### config.mk
export PLATFORM = sky130hd
export DESIGN_NAME = alu_operand_stage
export DESIGN_NICKNAME = d
export VERILOG_FILES = /design/src/rtl/alu_operand_stage.sv
export SDC_FILE = /design/constraint.sdc
export NUM_CORES = 1
export LEC_CHECK = 0
export CAP_MARGIN = 20
export CORE_MARGIN = 1
export CORE_UTILIZATION = 42
export DETAILED_ROUTE_END_ITERATION = 12
export GPL_ROUTABILITY_DRIVEN = 0
export HOLD_SLACK_MARGIN = 0.02
export PLACE_DENSITY = 0.83
export SLEW_MARGIN = 10
export SYNTH_ARGS = -nofsm -noshare
export SYNTH_HDL_FRONTEND = slang
export SYNTH_SLANG_ARGS = --single-unit
### constraint.sdc
create_clock -name clk -period 2.9 [get_ports clk]
set_input_delay 0.58 -clock clk [delete_from_list [all_inputs] [get_ports clk]]
set_output_delay 0.58 -clock clk [all_outputs]
set_load 0.005 [all_outputs]
### src/rtl/alu_operand_stage.sv
// ALU operand stage: A/B select with EX/MEM forwarding, load-use stall and a valid/ready output register.
// Optional forwarded-operand counter enabled by ALU_OPERAND_FWD_CNT_EN.
module alu_operand_stage #(
    parameter int DATA_W = 32,
    parameter int PC_W   = 5,
    parameter int IMM_W  = 12,
    parameter int REG_AW = 5
) (
    input  logic              clk,
    input  logic              rst,
    input  logic              flush,
    input  logic              in_valid,
    output logic              in_ready,
    input  logic [DATA_W-1:0] rd1,
    input  logic [DATA_W-1:0] rd2,
    input  logic [REG_AW-1:0] rs1,
    input  logic [REG_AW-1:0] rs2,
    input  logic [PC_W-1:0]   pc_const,
    input  logic [IMM_W-1:0]  imm,
    input  logic [1:0]        asel,
    input  logic [1:0]        bsel,
    input  logic [REG_AW-1:0] ex_rd,
    input  logic              ex_wen,
    input  logic              ex_load,
    input  logic [DATA_W-1:0] ex_result,
    input  logic [REG_AW-1:0] mem_rd,
    input  logic              mem_wen,
    input  logic [DATA_W-1:0] mem_result,
    output logic              out_valid,
    input  logic              out_ready,
`ifdef ALU_OPERAND_FWD_CNT_EN
    output logic [15:0]       fwd_count,
`endif
    output logic [DATA_W-1:0] A,
    output logic [DATA_W-1:0] B
);

    typedef enum logic {
        S_RUN,
        S_STALL
    } state_t;

    state_t              r_state;
    state_t              w_state_nxt;
    logic                r_valid;
    logic [DATA_W-1:0]   r_a;
    logic [DATA_W-1:0]   r_b;

    logic                w_a_ex;
    logic                w_a_mem;
    logic                w_b_ex;
    logic                w_b_mem;
    logic [DATA_W-1:0]   w_rs1_val;
    logic [DATA_W-1:0]   w_rs2_val;
    logic                w_a_uses_rs;
    logic                w_b_uses_rs;
    logic [DATA_W-1:0]   w_a;
    logic [DATA_W-1:0]   w_b;
    logic                w_hazard;
    logic                w_accept;

    // Register 0 is hardwired, so it never matches a producer.
    assign w_a_ex  = (rs1 != '0) && ex_wen && !ex_load && (ex_rd == rs1);
    assign w_a_mem = (rs1 != '0) && mem_wen && (mem_rd == rs1);
    assign w_b_ex  = (rs2 != '0) && ex_wen && !ex_load && (ex_rd == rs2);
    assign w_b_mem = (rs2 != '0) && mem_wen && (mem_rd == rs2);

    assign w_rs1_val = w_a_ex ? ex_result : (w_a_mem ? mem_result : rd1);
    assign w_rs2_val = w_b_ex ? ex_result : (w_b_mem ? mem_result : rd2);

    assign w_a_uses_rs = (asel == 2'b00) || (asel == 2'b11);
    assign w_b_uses_rs = (bsel == 2'b00) || (bsel == 2'b11);

    always_comb begin
        w_a = w_rs1_val;
        unique case (asel)
            2'b01:   w_a = {{(DATA_W-PC_W){1'b0}}, pc_const};
            2'b10:   w_a = '0;
            default: w_a = w_rs1_val;
        endcase
    end

    always_comb begin
        w_b = w_rs2_val;
        unique case (bsel)
            2'b01:   w_b = {{(DATA_W-IMM_W){imm[IMM_W-1]}}, imm};
            2'b10:   w_b = {{(DATA_W-3){1'b0}}, 3'b100};
            default: w_b = w_rs2_val;
        endcase
    end

    // A load in EX has no data yet; only sources actually selected can stall.
    assign w_hazard = in_valid && ex_wen && ex_load && (ex_rd != '0) &&
                      (((ex_rd == rs1) && w_a_uses_rs) ||
                       ((ex_rd == rs2) && w_b_uses_rs));

    assign in_ready  = (!r_valid || out_ready) && !w_hazard && !flush;
    assign w_accept  = in_valid && in_ready;
    assign out_valid = r_valid;
    assign A         = r_a;
    assign B         = r_b;

    always_comb begin
        w_state_nxt = r_state;
        unique case (r_state)
            S_RUN:   w_state_nxt = w_hazard ? S_STALL : S_RUN;
            S_STALL: w_state_nxt = w_hazard ? S_STALL : S_RUN;
            default: w_state_nxt = S_RUN;
        endcase
        if (flush)
            w_state_nxt = S_RUN;
    end

    always_ff @(posedge clk or posedge rst) begin
        if (rst)
            r_state <= S_RUN;
        else
            r_state <= w_state_nxt;
    end

    always_ff @(posedge clk or posedge rst) begin
        if (rst) begin
            r_valid <= 1'b0;
            r_a     <= '0;
            r_b     <= '0;
        end else if (flush) begin
            r_valid <= 1'b0;
        end else if (w_accept) begin
            r_valid <= 1'b1;
            r_a     <= w_a;
            r_b     <= w_b;
        end else if (out_ready) begin
            r_valid <= 1'b0;
        end
    end

`ifdef ALU_OPERAND_FWD_CNT_EN
    logic [15:0] r_fwd_cnt;
    logic [1:0]  w_fwd_n;
    logic [16:0] w_fwd_sum;

    assign w_fwd_n = {1'b0, w_a_uses_rs && (w_a_ex || w_a_mem)} +
                     {1'b0, w_b_uses_rs && (w_b_ex || w_b_mem)};
    assign w_fwd_sum = {1'b0, r_fwd_cnt} + {15'd0, w_fwd_n};
    assign fwd_count = r_fwd_cnt;

    always_ff @(posedge clk or posedge rst) begin
        if (rst)
            r_fwd_cnt <= '0;
        else if (w_accept)
            r_fwd_cnt <= w_fwd_sum[16] ? 16'hFFFF : w_fwd_sum[15:0];
    end
`endif

endmodule

Word-level counts from Yosys, hierarchy flattened --
Index checks and enable logic that the tools add are counted.
Storage, ports and cells: bits in registers 65, word-level logic and storage cells 57
Cells by class: equal/unequal tests 10, multiplexer cells 9, bitwise operators 1, reductions and logical operators 34
Operator list (count):
- $mux W32 | 4
- $pmux W32 S2 | 2
- $eq A5 B5 Y1 | 4
- $logic_and A1 B1 Y1 | 19
- $reduce_bool A5 Y1 | 3
- $eq A2 B2 Y1 const B | 4
- $eq A2 B1 Y1 const B | 2
- $logic_not A1 Y1 | 4
- $logic_not A2 Y1 | 2
- $logic_or A1 B1 Y1 | 4
- $mux W1 | 3
- $reduce_bool A3 Y1 | 1
- $reduce_and A2 Y1 | 1
- $not A1 Y1 | 1

Logic depth before layout (Yosys ltp) --
Gate-level depths: netlist (run 1).
word-level depth 11, mapped depth 11, mapped depth without buffers 7

Least setup slack after synthesis (run 1) --
Ideal clock, no wire load.
path type input to register, from input port asel[1], to register r_a[11], in the netlist A[11], setup time 0.125 ns, arrival time 2.476 ns, data required time 2.775 ns, path slack 0.299 ns, cell stages on the path 10, buffers on the path 4, path through inv_1 > ha_1 > clkbuf_1 > inv_1 > or4_1 > buf_2 > and3_4 > buf_6 > buf_6 > mux2_4
On the way: cells in the longest elaborated chain, start to end 10, elaborated cells on any way between the ends 14
Ends and longest elaborated chain:
- from (decl) | line 20 | input logic [1:0] asel,
- $eq A2 B2 Y1 or $logic_not A2 Y1 (tied branches) | line 71 | assign w_a_uses_rs = (asel == 2'b00) || (asel == 2'b11);
- $logic_or A1 B1 Y1 | line 71
- $logic_and A1 B1 Y1 | line 94 | (((ex_rd == rs1) && w_a_uses_rs) ||
- $logic_or A1 B1 Y1 | line 94
- $logic_and A1 B1 Y1 | line 93 | assign w_hazard = in_valid && ex_wen && ex_load && (ex_rd != '0) &&
- $logic_not A1 Y1 | line 97 | assign in_ready = (!r_valid || out_ready) && !w_hazard && !flush;
- $logic_and A1 B1 Y1 (2 in series) | line 97
- $logic_and A1 B1 Y1 | line 98 | assign w_accept = in_valid && in_ready;
- $reduce_and A2 Y1 (no line)
- to (signal assigned) | line 130 | r_a <= w_a;
- to (decl) | line 46 | logic [DATA_W-1:0] r_a;
Parallel ways exist; a longest one is shown, timed or not. A chain may end at the register's enable or synchronous reset.

Worst setup path in the final report (run 1) --
from input port asel[1], to output port in_ready
On the way: cells in the longest elaborated chain, start to end 8, elaborated cells on any way between the ends 9
Ends and longest elaborated chain:
- $eq A2 B2 Y1 or $logic_not A2 Y1 (tied branches) | line 71
- $logic_or A1 B1 Y1 (*) | line 71
- $logic_and A1 B1 Y1 (*) | line 94
- $logic_or A1 B1 Y1 (*) | line 94
- $logic_and A1 B1 Y1 (*) | line 93
- $logic_not A1 Y1 (*) | line 97
- $logic_and A1 B1 Y1 (*) (2 in series) | line 97
- to (decl) | line 13 | output logic in_ready,
Every way passes the cells marked *; elsewhere a longest branch is shown, timed or not.

==> flow_metrics.tcl, run 1 <==
set metrics [dict create \
    outcome "finished, final reports clean" \
    initialDrtViolationCount 503 \
    seq_area_um2 1627 \
    r2r-end "B[2]$_DFFE_PP0P_" \
    rr_startpoint "out_valid$_DFFE_PP0P_" \
    worst-path-max-fanout 2 \
    dp_hpwl_um 16190 \
    vias 6226 \
    slew_violations 0 \
    fin_nets 978 \
    ioPinCount 243 \
    insertion_delay_ns 0.35 \
    fin_util 0.7244 \
    final_area_um2 8307 \
    h-tree-depth 3 \
    cts_root_buf "clkbuf_16" \
    multi_input_area_um2 3073 \
    final_common_cell "clkdlybuf4s50_1" \
    placed_area_um2 7911 \
    die_h_um 110.9 \
    vdd_ir_drop_max_mv 0.3385 \
    finalCriticalPeriod_ns 2.829 \
    drt-pass1-iter-count 6 \
    crit_path_top_delay_cell "or4_4" \
    syn_avg_cell_area_um2 9.083 \
    critPathBufInv 4 \
    cts.clk_slew.worst_paths_ns 0.05 \
    area_growth_syn_to_layout_pct 66.89 \
    syn_nets 728 \
    cp.depth 8 \
    avgViaCountPerCell 6.581 \
    diodes 0 \
    postRouteAntennaNets 0 \
    worst_hold_path_type "flip-flop to flip-flop" \
    fp-row-count 39 \
    floorplan.initialDensity 0.4340 \
    power-per-cell-area_nw_per_um2 470.4 \
    grt_max_degree 36 \
    fillers 833 \
    track_usage 0.3529 \
    grt_pass1_vias 6437 \
    antenna_found_initial 0 \
    fin_cells 946 \
    port_buffers 242 \
    drive_gt1_frac 0.1756 \
    slew_headroom 0.5378 \
    worst-endpoint-required_ns 2.32 \
    tightest_slew_ns 0.6923 \
    most-common-layout-cells "clkdlybuf4s50_1, dfrtp_1, buf_4" \
    synth_area_um2 4977 \
    place_ws_ns -0.3753 \
    dp_cells 929 \
    cpPeakStageDelay_ns 0.53 \
    route.detailed.drc 0 \
    timing.hold.ws_ns 0.4955 \
    fin_tns_setup_ns 0 \
    final-hold-violation-count 0 \
    worstSetupStartpoint "asel[1]" \
    skew_ns 0.004198 \
    critPathKind "input port to output pin" \
    finalCritPeriodShare 0.9756 \
    cts_tree "built" \
    r2r_slack_ns 0.99 \
    critPathCaptureType "output pin" \
    postSynthCellCount 548 \
    crit_path_frequent_cell "inv_1" \
    setup_slack_ns 0.07089 \
    worst_r2r_path_depth 7 \
    yosysSeqAreaShare 0.3268 \
    cts.sinks 65 \
    grt_first_pass_wirelength_um 34050 \
    wire_per_inst_um 22.97 \
    drv_cap 0 \
    cts_buffer_depth 2 \
    postCtsHoldBufs 0 \
    critPathLaunchType "input port" \
    die_x_um 110.9 \
    die_area_um2 12290 \
    crit_chain "clkdlybuf4s50_1 > inv_1 > ha_1 > inv_1 > or4_4 > nand2_4 > a21boi_1 > buf_2" \
    critPathTopFamily "buffers and inverters" \
    p_leak_nw 3.120 \
    ys_ff_latch 65 \
    yosysWarnings 0 \
    setup_viol_count_final 0 \
    synth.distinct_cells 41 \
    drt_wl_total_um 21730 \
    worstSetupEndpoint "in_ready" \
    cp.arrival_ns 2.25 \
    total_power_mw 3.907 \
    design.core.area_um2 11470 \
    grt_setup_unrepaired "false" \
    max_freq_ghz 0.3535 \
    cts_made_buffers 9 \
    grt.overflow.total 0 \
]
==> cells by family (layout without fill, tap and decap cells) <==
family          Yosys count  count (layout)  synth area share
fa+ha+maj                 3               3          0.007542
mux                      27              27           0.07843
compound gates          232             232            0.3421
xor+xnor                 19              19           0.03343
buf+inv                  79             334           0.06913
flops                    65              65            0.3268
simple gates            123             123            0.1425
==> worst register-to-register path, stage by stage (launching register included) <==
cell and delay (ns):
dfrtp_1 0.38, nand2b_1 0.08, nor2b_1 0.16, buf_4 0.15, and2_1 0.17, buf_4 0.23
nand3_1 0.15, o41ai_1 0.46
==> cells in the mapped netlist (all sizes together) <==
cell    number  area share
a211oi       1      0.0015
a21bo        1      0.0020
a21boi       2      0.0030
a21o        10       0.015
a21oi       22       0.022
a22oi       10       0.015
a31o         5      0.0088
a31oi       55       0.082
and2        23       0.029
and3         3      0.0048
and4         1      0.0018
buf         15       0.021
clkbuf      57       0.043
dfrtp       65        0.33
ha           3      0.0075
inv          7      0.0053
mux2        27       0.078
nand2       10      0.0075
nand2b       1      0.0013
nand3       38       0.038
nand4       33       0.041
nor2         1     0.00075
nor2b        5      0.0063
nor4         1      0.0013
o211a        1      0.0020
o211ai       2      0.0030
o21ai       35       0.035
o31ai       32       0.048
o32a        23       0.046
o41ai       33       0.058
or3          1      0.0013
or4          6      0.0090
xnor2       18       0.032
xor2         1      0.0018
==> registers in the layout, indices dropped and copies added (netlist names) <==
| signal | flops |
|---|---|
| out_valid | 1 |
| A | 32 |
| B | 32 |
==> final cells by class <==
class,instances,share of cell area
sequential,65,0.1958
inverter,7,0.003163
clock buffer,11,0.02922
timing repair buffer,311,0.3680
multi-input combinational,404,0.3699
tap,143,0.02154
clock inverter,5,0.01235
==> routing by layer <==
layer / vias up / global-route usage / wire length (µm)
met1: 2948 / 0.4137 / 8127
li1: 2693 / - / -
met4: 0 / 0.1822 / 982
met2: 487 / 0.6000 / 10570
met3: 98 / 0.08201 / 2050
met5: - / 0 / 0
==> what timing repair did <==
item / 4_1_cts / 5_1_grt
setup endpoints to repair: 1 / 46
setup buffers: 2 / 0
pin swaps: 5 / 5
resized for setup: 11 / 7
==> worst min path at each step <==
| stage | slack (ns) | startpoint | endpoint | cells after the start |
|---|---|---|---|---|
| after detailed placement | 0.49 | B[30]$_DFFE_PP0P_ | B[30]$_DFFE_PP0P_ | 1 |
| final | 0.50 | B[30]$_DFFE_PP0P_ | B[30]$_DFFE_PP0P_ | 1 |
| after floorplan | 0.49 | A[3]$_DFFE_PP0P_ | A[3]$_DFFE_PP0P_ | 1 |
| after global routing | 0.51 | B[30]$_DFFE_PP0P_ | B[30]$_DFFE_PP0P_ | 1 |
| after CTS | 0.50 | B[30]$_DFFE_PP0P_ | B[30]$_DFFE_PP0P_ | 1 |
| after global placement | 0.48 | B[30]$_DFFE_PP0P_ | B[30]$_DFFE_PP0P_ | 1 |
==> where the power goes <==
| group | total, mW | internal [mW] | switching [mW] |
|---|---|---|---|
| sequential | 1.18 | 1.07 | 0.110 |
| combinational | 1.43 | 0.847 | 0.587 |
| clock | 1.29 | 0.862 | 0.426 |
Note: power is estimated with default switching activity, not from simulation.
==> run 2, diff against run 1 <==
--- a/config.mk
+++ b/config.mk
@@ -5,9 +5,10 @@
 export SDC_FILE = /design/constraint.sdc
 export NUM_CORES = 1
 export LEC_CHECK = 0
+export ABC_AREA = 1
 export CAP_MARGIN = 20
 export CORE_MARGIN = 1
-export CORE_UTILIZATION = 42
+export CORE_UTILIZATION = 44
 export DETAILED_ROUTE_END_ITERATION = 12
 export GPL_ROUTABILITY_DRIVEN = 0
 export HOLD_SLACK_MARGIN = 0.02
==> run 2 against run 1 <==
Area after synthesis increased by 14%. Combinational power is 15% lower. Sequential power fell by 4%. Clock skew increased by 0.0035 ns. Die area rose by 8.7%. Flip-flop and latch count unchanged. Critical endpoint unchanged. Largest cell class unchanged. Highest routed layer unchanged.
==> flow_metrics.tcl, run 2 <==
set metrics [dict create \
    die_x_um 115.6 \
    area_growth_syn_to_layout_pct 51.07 \
    cpPeakStageDelay_ns 0.53 \
    ioPinCount 243 \
    antenna_found_initial 0 \
    track_usage 0.3111 \
    worst_hold_path_type "flip-flop to flip-flop" \
    p_clk_frac 0.329 \
    drt_wl_total_um 20410 \
    place_ws_ns 0.04193 \
    postRouteAntennaNets 0 \
    skew_ns 0.007731 \
    vias 6921 \
    drt-pass1-iter-count 5 \
    floorplan.initialDensity 0.4498 \
    grt_first_pass_wirelength_um 32040 \
    fp-row-count 41 \
    slew_violations 0 \
    synth_area_um2 5677 \
    max_freq_ghz 0.3539 \
    synth_top_area_cell "nand2_1" \
    critPathKind "input port to output pin" \
    finalCritPeriodShare 0.9743 \
    final_common_cell "nand2_1" \
    postCtsHoldBufs 0 \
    multi_input_area_um2 3191 \
    fin_tns_setup_ns 0 \
    cts_root_buf "clkbuf_16" \
    synth.distinct_cells 26 \
    tightest_slew_ns 0.4064 \
    slew_headroom 0.7291 \
    design.core.area_um2 12620 \
    placed_area_um2 8237 \
    synth_top_area_frac 0.2936 \
    worst-path-max-fanout 3 \
    synth.most_common_cell "nand2_1" \
    p_leak_nw 4.642 \
    yosysWarnings 0 \
    wire_per_inst_um 14.83 \
    fin_cells 1376 \
    drv_cap 0 \
    setup_slack_ns 0.07447 \
    fin_util 0.6796 \
    worst-endpoint-required_ns 2.32 \
    diodes 0 \
    crit_path_top_delay_cell "clkdlybuf4s50_1" \
    share_comb_of_total_power 0.349 \
    seq_area_um2 1627 \
    synth_edf_count 0 \
    initialDrtViolationCount 509 \
    vdd_ir_drop_max_mv 0.2420 \
    synthTopCellsByCount "nand2_1, nand3_1, inv_1" \
    total_power_mw 3.502 \
    outcome "finished, final reports clean" \
    route.detailed.drc 0 \
    switching_share 0.3014 \
    drive_gt1_frac 0.07641 \
    grt_max_degree 66 \
    die_area_um2 13360 \
    cts_made_buffers 9 \
    most-common-layout-cells "nand2_1, clkdlybuf4s50_1, nand3_1" \
    final-hold-violation-count 0 \
    timing.hold.ws_ns 0.4777 \
    rr_startpoint "out_valid$_DFFE_PP0P_" \
    fillers 1180 \
    cp.arrival_ns 2.25 \
    grt.overflow.total 0 \
    finalCriticalPeriod_ns 2.826 \
    worstSetupStartpoint "ex_rd[1]" \
    power-per-cell-area_nw_per_um2 408.4 \
    syn_avg_cell_area_um2 5.828 \
    port_buffers 242 \
    h-tree-depth 3 \
    internal_power_mw 2.447 \
    critPathBufInv 4 \
    cts.clk_slew.worst_paths_ns 0.06 \
    crit_path_frequent_cell "nand2_1" \
    power_frac_seq 0.322 \
    dp_hpwl_um 14950 \
    cts.sinks 65 \
    synthFlopType "dfrtp_1" \
    synthArstFlopShare 1.000 \
    postSynthCellCount 974 \
    yosysSeqAreaShare 0.2865 \
    cts_tree "built" \
    p_switching_mw 1.056 \
    fin_nets 1379 \
    ys_top_cells_by_area "nand2_1, dfrtp_1, nand3_1" \
    insertion_delay_ns 0.34 \
    critPathLaunchType "input port" \
    crit_chain "clkdlybuf4s50_1 > inv_2 > nand2_1 > nand2_1 > nor2_1 > nand4_1 > nand2_1 > nand2_2 > nand2_2 > inv_1 > clkdlybuf4s50_1" \
    syn_nets 1154 \
    ys_ff_latch 65 \
    setup_viol_count_final 0 \
    final_area_um2 8576 \
    critPathTopFamily "buffers and inverters" \
    cts_buffer_depth 2 \
    dp_cells 1360 \
    min_from "B[6]$_DFFE_PP0P_" \
    critPathCaptureType "output pin" \
    grt_pass1_vias 6622 \
    avgViaCountPerCell 5.030 \
    die_h_um 115.6 \
]
run 2: changes by cell type in the layout (fill, tap and decap cells not counted), moves of 30 or more:
| cell | before | now |
|---|---|---|
| inv_1 | 5 | 122 |
| o41ai_1 | 33 | 0 |
| nand3_1 | 38 | 201 |
| o31ai_1 | 31 | 0 |
| a31oi_1 | 45 | 0 |
| buf_4 | 60 | 27 |
| nand2_1 | 9 | 443 |
| nand4_1 | 33 | 3 |
| o21ai_0 | 34 | 3 |
run 2: logic make-up after synthesis:
family,count (synthesis),synth area share
AO/OA/AOI/OAI,34,0.03989
flip-flops,65,0.2865
buffers and inverters,195,0.1594
AND/OR/NAND/NOR,676,0.5061
XOR/XNOR,1,0.001543
adder cells (fa/ha/maj),3,0.006613
run 2: repair_timing:
action,in CTS,in global routing
buffers inserted,0,0
resized for setup,0,4
setup endpoints to repair,0,1
run 2: area by class of cell:
cell class,count,share of cell area
clock buffer,14,0.03195
multi-input combinational,714,0.3720
clock inverter,2,0.004085
sequential,65,0.1897
timing repair buffer,274,0.3181
inverter,135,0.05909
tap,172,0.02509
run 2: worst paths after layout:
| path | cells after the start | to | slack [ns] |
|---|---|---|---|
| setup reg to reg | 5 | A[11]$_DFFE_PP0P_ | 1.34 |
| hold reg to reg | 2 | B[6]$_DFFE_PP0P_ | 0.48 |
| max in group asynchronous | 3 | out_valid$_DFFE_PP0P_ | 1.94 |
| hold / removal | 2 | B[6]$_DFFE_PP0P_ | 0.48 |
| setup / recovery | 11 | in_ready | 0.07 |
| min in group asynchronous | 3 | B[14]$_DFFE_PP0P_ | 0.63 |
run 2: metal layers:
| metal | share of wire | track usage |
|---|---|---|
| met4 | 0.041 | 0.1567 |
| met1 | 0.40 | 0.3693 |
| met5 | 0 | 0 |
| met3 | 0.085 | 0.07531 |
| met2 | 0.47 | 0.5246 |
run 2: power groups by stage:
stage | sequential (mW) | combinational (mW) | clock [mW]
floorplan | 1.15 | 0.510 | 0
global placement | 1.14 | 1.20 | 0
detailed placement | 1.14 | 1.21 | 0
CTS | 1.13 | 1.22 | 1.16
global route | 1.14 | 1.35 | 1.21
finish | 1.13 | 1.22 | 1.15
run 2: tightest hold or removal path, stage by stage (launching register included):
cell     delay (ns)
dfrtp_1        0.34
nand2_1        0.06
nand2_1        0.05
